**src/rtl/fsbm_pkg.sv**
```systemverilog
// Shared definitions for the full-search block-matching datapath:
// window geometry, the loader state encoding and the row-word type.
package fsbm_pkg;

  localparam int unsigned FSBM_PIX_W = 8;
  localparam int unsigned FSBM_WIN   = 19;
  localparam int unsigned FSBM_ROW_W = 152;

  typedef enum logic [1:0] {
    IDLE  = 2'd0,
    FILL  = 2'd1,
    DRAIN = 2'd2
  } fsbm_state_t;

  typedef logic [FSBM_ROW_W-1:0] fsbm_row_t;

endpackage

```
**src/rtl/fsbm_row_hold.sv**
```systemverilog
// One-row holding register between the assembler and the search-window array,
// presenting the row with a valid/ready handshake.
module fsbm_row_hold
  import fsbm_pkg::*;
#(
  parameter int unsigned W = FSBM_ROW_W
) (
  input  logic         clk,
  input  logic         rst,
  input  logic         load,
  input  logic [W-1:0] load_word,
  input  logic [4:0]   load_idx,
  input  logic         row_ready,
  output logic         free,
  output logic [W-1:0] buffer1,
  output logic         row_valid,
  output logic [4:0]   row_idx
);

  // Free also when the current row leaves this cycle, so rows can abut.
  assign free = !row_valid || row_ready;

  always_ff @(posedge clk or posedge rst) begin
    if (rst) begin
      buffer1   <= '0;
      row_valid <= 1'b0;
      row_idx   <= '0;
    end else if (load) begin
      buffer1   <= load_word;
      row_idx   <= load_idx;
      row_valid <= 1'b1;
    end else if (row_valid && row_ready) begin
      row_valid <= 1'b0;
    end
  end

endmodule

```
**src/rtl/fsbm_row_packer.sv**
```systemverilog
// Assembles a raster byte stream into 19-pixel row words for the search-window
// array, one window (19 rows) per start, with a one-row overlap stage.
module fsbm_row_packer
  import fsbm_pkg::*;
#(
  parameter int unsigned PIX_W = FSBM_PIX_W,
  parameter int unsigned COLS  = FSBM_WIN,
  parameter int unsigned ROWS  = FSBM_WIN
) (
  input  logic                  clk,
  input  logic                  rst,
  input  logic                  start,
  input  logic [PIX_W-1:0]      pix_in,
  input  logic                  pix_valid,
  output logic                  pix_ready,
  output logic [COLS*PIX_W-1:0] buffer1,
  output logic                  row_valid,
  input  logic                  row_ready,
  output logic [4:0]            row_idx,
  output logic                  busy,
  output logic                  frame_done
);

  localparam int unsigned RW = COLS * PIX_W;

  fsbm_state_t   state;
  logic [RW-1:0] asm_word;
  logic [RW-1:0] shifted;
  logic [RW-1:0] load_word;
  logic          asm_full;
  logic [4:0]    col;
  logic [4:0]    row;
  logic [4:0]    asm_idx;
  logic [4:0]    load_idx;
  logic          accept;
  logic          last_col;
  logic          last_row;
  logic          complete;
  logic          free;
  logic          load;
  logic          consume;

  assign pix_ready = (state == FILL) && !asm_full;
  assign busy      = (state != IDLE);
  assign accept    = pix_valid && pix_ready;
  assign last_col  = (col == 5'(COLS - 1));
  assign last_row  = (row == 5'(ROWS - 1));
  assign complete  = accept && last_col;
  assign consume   = row_valid && row_ready;
  assign shifted   = {pix_in, asm_word[RW-1:PIX_W]};

  // A parked row (asm_full) blocks input, so it never competes with a completion.
  assign load      = free && (asm_full || complete);
  assign load_word = asm_full ? asm_word : shifted;
  assign load_idx  = asm_full ? asm_idx : row;

  always_ff @(posedge clk or posedge rst) begin
    if (rst) begin
      state      <= IDLE;
      asm_word   <= '0;
      asm_full   <= 1'b0;
      asm_idx    <= '0;
      col        <= '0;
      row        <= '0;
      frame_done <= 1'b0;
    end else begin
      frame_done <= 1'b0;

      if (accept) begin
        asm_word <= shifted;
        col      <= last_col ? 5'd0 : col + 5'd1;
      end

      if (complete) begin
        asm_idx <= row;
        row     <= last_row ? 5'd0 : row + 5'd1;
        if (!free) asm_full <= 1'b1;
      end else if (asm_full && free) begin
        asm_full <= 1'b0;
      end

      case (state)
        IDLE: begin
          if (start) begin
            state <= FILL;
            col   <= '0;
            row   <= '0;
          end
        end
        FILL: begin
          if (complete && last_row) state <= DRAIN;
        end
        DRAIN: begin
          if (consume && !asm_full && (row_idx == 5'(ROWS - 1))) begin
            state      <= IDLE;
            frame_done <= 1'b1;
          end
        end
        default: state <= IDLE;
      endcase
    end
  end

  fsbm_row_hold #(.W(RW)) u_hold (
    .clk       (clk),
    .rst       (rst),
    .load      (load),
    .load_word (load_word),
    .load_idx  (load_idx),
    .row_ready (row_ready),
    .free      (free),
    .buffer1   (buffer1),
    .row_valid (row_valid),
    .row_idx   (row_idx)
  );

endmodule

```
**config.mk**
```make
export PLATFORM = sky130hd
export DESIGN_NAME = fsbm_row_packer
export DESIGN_NICKNAME = d
export VERILOG_FILES = /design/src/rtl/fsbm_pkg.sv /design/src/rtl/fsbm_row_hold.sv /design/src/rtl/fsbm_row_packer.sv
export SDC_FILE = /design/constraint.sdc
export NUM_CORES = 1
export LEC_CHECK = 0
export CORE_ASPECT_RATIO = 0.6
export CORE_MARGIN = 2
export CORE_UTILIZATION = 35
export DETAILED_ROUTE_END_ITERATION = 8
export GPL_TIMING_DRIVEN = 0
export PLACE_DENSITY = 0.66
export SLEW_MARGIN = 30
export SYNTH_ARGS = -nofsm -noshare
export SYNTH_HDL_FRONTEND = slang
export SYNTH_SLANG_ARGS = --single-unit
```
**constraint.sdc**
```tcl
create_clock -name clk -period 25.1 [get_ports clk]
set_input_delay 3.765 -clock clk [delete_from_list [all_inputs] [get_ports clk]]
set_output_delay 3.765 -clock clk [all_outputs]
set_load 0.02 [all_outputs]
```
==> impl_metrics.env <==
export IMPL_outcome="complete, no violations"
export IMPL_htree_num_levels=1
export IMPL_initial_utilization_pct=35.66
export IMPL_cts_buffer_depth=3
export IMPL_max_cap_violations=0
export IMPL_worst_r2r_endpoint="u_hold.buffer1[22]"
export IMPL_setup_violations=0
export IMPL_vias=10939
export IMPL_synth_compound_area_share_pct=14.84
export IMPL_fin_crit_sh_pct=24.53
export IMPL_tritoncts="yes"
export IMPL_routedWlPerCell_um=17.00
export IMPL_worstPathCellList="buf_2 -> buf_1 -> nor3b_1 -> clkdlybuf4s50_1"
export IMPL_maxSlewViolCount=0
export IMPL_hp_class="reg -> reg"
export IMPL_synth_top_area_share_pct=61.00
export IMPL_die_w_um=257.5
export IMPL_die_h_um=156.1
export IMPL_synth_xor_area_share_pct=0.1298
export IMPL_post_route_min_period_ps=6158
export IMPL_die_area_um2=40200
export IMPL_cts_resized=0
export IMPL_grt_pass1_vias=10436
export IMPL_synthTopCellsByCount="nand2_1, dfrtp_1, a21oi_1"
export IMPL_place_congestion=0.8161
export IMPL_drc=0
export IMPL_pin_count=174
export IMPL_critPathRequiredTime_ps=21330
export IMPL_power_density_nw_per_um2=105.3
export IMPL_max_freq_mhz=162.4
export IMPL_dp_cells=2129
export IMPL_totalWireLength_um=37160
export IMPL_rows=55
export IMPL_antenna_found_initial=0
export IMPL_power_switching_share_pct=33.06
export IMPL_postSynth_asyncResetShare_pct=100.0
export IMPL_cts_setup_buffers=0
export IMPL_clock_root_buffer="clkbuf_16"
export IMPL_yosys_area_share_simple_pct=17.19
export IMPL_hold_viol=0
export IMPL_insertion_delay_ps=570
export IMPL_power_uw=1793
export IMPL_grt_pass1_wl_um=58910
export IMPL_drive_above_1_share_pct=6.157
export IMPL_synthTopCellsByArea="dfrtp_1, nand2_1, a21oi_1"
export IMPL_fin_tns_setup_ps=0
export IMPL_p_int_uw=1200
export IMPL_synthMuxAreaShare_pct=0
export IMPL_syn_area_um2=13500
export IMPL_worst_r2r_setup_slack_ps=22820
export IMPL_grt_ovfl_total=0
export IMPL_yosysWarningCount=0
export IMPL_synth_cell_type_count=40
export IMPL_synth_nets=1457
export IMPL_p_sw_uw=592.9
export IMPL_tightest_slew_ps=818.3
export IMPL_worstSetupStartpointType="register"
export IMPL_slew_headroom_pct=44.70
export IMPL_slowest_delay_ps=640
export IMPL_reg2reg_depth=6
export IMPL_crit_fanout=10
export IMPL_r2r_start="state[1]"
export IMPL_ys_ff_latch=329
export IMPL_synth_edf_count=0
export IMPL_grt_max_degree=93
export IMPL_final_nets=1666
export IMPL_synth_top_family_by_area="simple AND/OR/NAND/NOR gates"
export IMPL_drt_iter0_drc=879
export IMPL_n_antenna_cell=0
export IMPL_dpl_hpwl_um=26330
export IMPL_grt_setup_unrepaired="false"
export IMPL_nFillCells=3545
export IMPL_ir_drop_v=0.00004919
export IMPL_area_growth_pct=26.21
export IMPL_ys_seq_area_share_pct=61.00
export IMPL_core_area_um2=37850
export IMPL_p_comb_share_pct=28.5
export IMPL_synthCells=1440
export IMPL_vias_per_cell=5.004
export IMPL_holdBufCountCts=0
export IMPL_synth_fa_ha_area_share_pct=0.3708
export IMPL_arrival_ps=2390
export IMPL_clk_pin_slew_ps=70
export IMPL_p_leak_uw=0.008672
export IMPL_cp_end_kind="output port"
export IMPL_holdPathEnd="asm_idx[4]"
export IMPL_yosysTopAreaCell="dfrtp_1"
export IMPL_crit_type="reg -> out"
export IMPL_yosysMostFrequentCell="nand2_1"
export IMPL_fin_skew_ps=13.99
export IMPL_pwr_share_seq_pct=43.8
export IMPL_clock_sinks=329
export IMPL_ant_nets=0
export IMPL_ys_flop_type="dfrtp_1"
export IMPL_cts_buffers=31
export IMPL_grtUsageTotal_pct=18.33
export IMPL_firstDrtPassIters=5
export IMPL_hp_start="asm_idx[4]"
export IMPL_postSynthAreaPerCell_um2=9.373
export IMPL_min_delay_path_depth=2
export IMPL_cpMaxStageDelayCell="clkdlybuf4s50_1"
export IMPL_port_buffers=173
export IMPL_clkPwrFrac_pct=27.7
export IMPL_stdcell_count=2186
worst max-delay path by stage:
| stage | startpoint | to | slack, ps | depth (start not counted) |
|---|---|---|---|---|
| after global placement | rst | u_hold.buffer1[151] | 8490 | 2 |
| after detailed placement | pix_valid | u_hold.buffer1[55] | 19020 | 7 |
| final | asm_full | pix_ready | 18940 | 4 |
| after CTS | asm_full | pix_ready | 18900 | 4 |
| after global routing | asm_full | pix_ready | 18840 | 4 |
| after floorplan | rst | asm_full | 12220 | 1 |
routing by layer:
layer / vias to the layer above / GRT usage, % / share of wire [%]
met5: - / 0 / 0
met4: 0 / 3.633 / 1.7
met3: 51 / 3.265 / 6.0
met2: 323 / 26.92 / 43
met1: 5360 / 28.21 / 50
li1: 5205 / - / -
flip-flops by register name, summed over array words and instances, names as in the netlist:
| register | flops |
|---|---|
| u_hold.row_valid | 1 |
| asm_full | 1 |
| col | 5 |
| asm_idx | 5 |
| u_hold.buffer1 | 152 |
| row | 5 |
| frame_done | 1 |
| state | 2 |
| asm_word | 152 |
| u_hold.row_idx | 5 |
layout by cell type (no fill, tap or decap), types with 4 or more instances in the layout:
| cell type | netlist | final |
|---|---|---|
| clkbuf_8 | 0 | 7 |
| and3_1 | 46 | 46 |
| clkbuf_16 | 0 | 31 |
| clkdlybuf4s50_1 | 0 | 173 |
| ha_1 | 4 | 4 |
| clkbuf_1 | 43 | 47 |
| buf_1 | 16 | 16 |
| bufinv_16 | 0 | 4 |
| a22oi_1 | 4 | 4 |
| o22ai_1 | 107 | 107 |
| inv_1 | 113 | 112 |
| nand2_1 | 474 | 474 |
| nand3_1 | 5 | 5 |
| o21ai_0 | 4 | 4 |
| o2bb2ai_1 | 50 | 50 |
| clkinv_2 | 0 | 8 |
| buf_2 | 29 | 29 |
| a21oi_1 | 159 | 159 |
| buf_4 | 9 | 9 |
| dfrtp_1 | 329 | 329 |
| nor2_1 | 14 | 14 |
power groups by stage:
stage | combinational [µW] | clock [µW] | sequential, µW
2_1_floorplan | 152 | 0 | 880
3_3_place_gp | 503 | 0 | 791
3_5_place_dp | 515 | 0 | 794
4_1_cts | 519 | 506 | 786
5_1_grt | 555 | 529 | 803
6_report | 512 | 496 | 785
layout make-up:
type | instances | area, µm² | area share, %
plain buffers | 100 | 449.2 | 2.637
clock inverters | 15 | 186.4 | 1.094
clock buffers | 42 | 887.1 | 5.208
flip-flops and latches | 329 | 8233 | 48.33
inverters | 113 | 431.7 | 2.534
well taps | 513 | 641.9 | 3.768
multi-input cells | 898 | 4390 | 25.77
repair buffers | 176 | 1814 | 10.65
kinds of logic after synthesis:
group / Yosys count
AO/OA/AOI/OAI: 331
XOR/XNOR: 2
adder cells (fa/ha/maj): 4
buffers and inverters: 213
flip-flops: 329
AND/OR/NAND/NOR: 561
metrics by stage:
step                cell area [µm²]  hold WS (ps)  setup slack, ps  utilization (%)
floorplan                     13500         446.2            12220                -
global placement              15870         461.1             8488            41.93
detailed placement            15960         463.4            19020            42.17
CTS                           17030         479.5            18900            45.01
global route                  17030         504.1            18840            45.01
finish                        17030         479.5            18940            45.01
worst max-delay path, delay by kind of cell, from the launching register on:
kind          cells  cell delay (ps)
buf+inv           3             1150
simple gates      1              280
flops             1              390
Power figures use the tool's default switching activity.
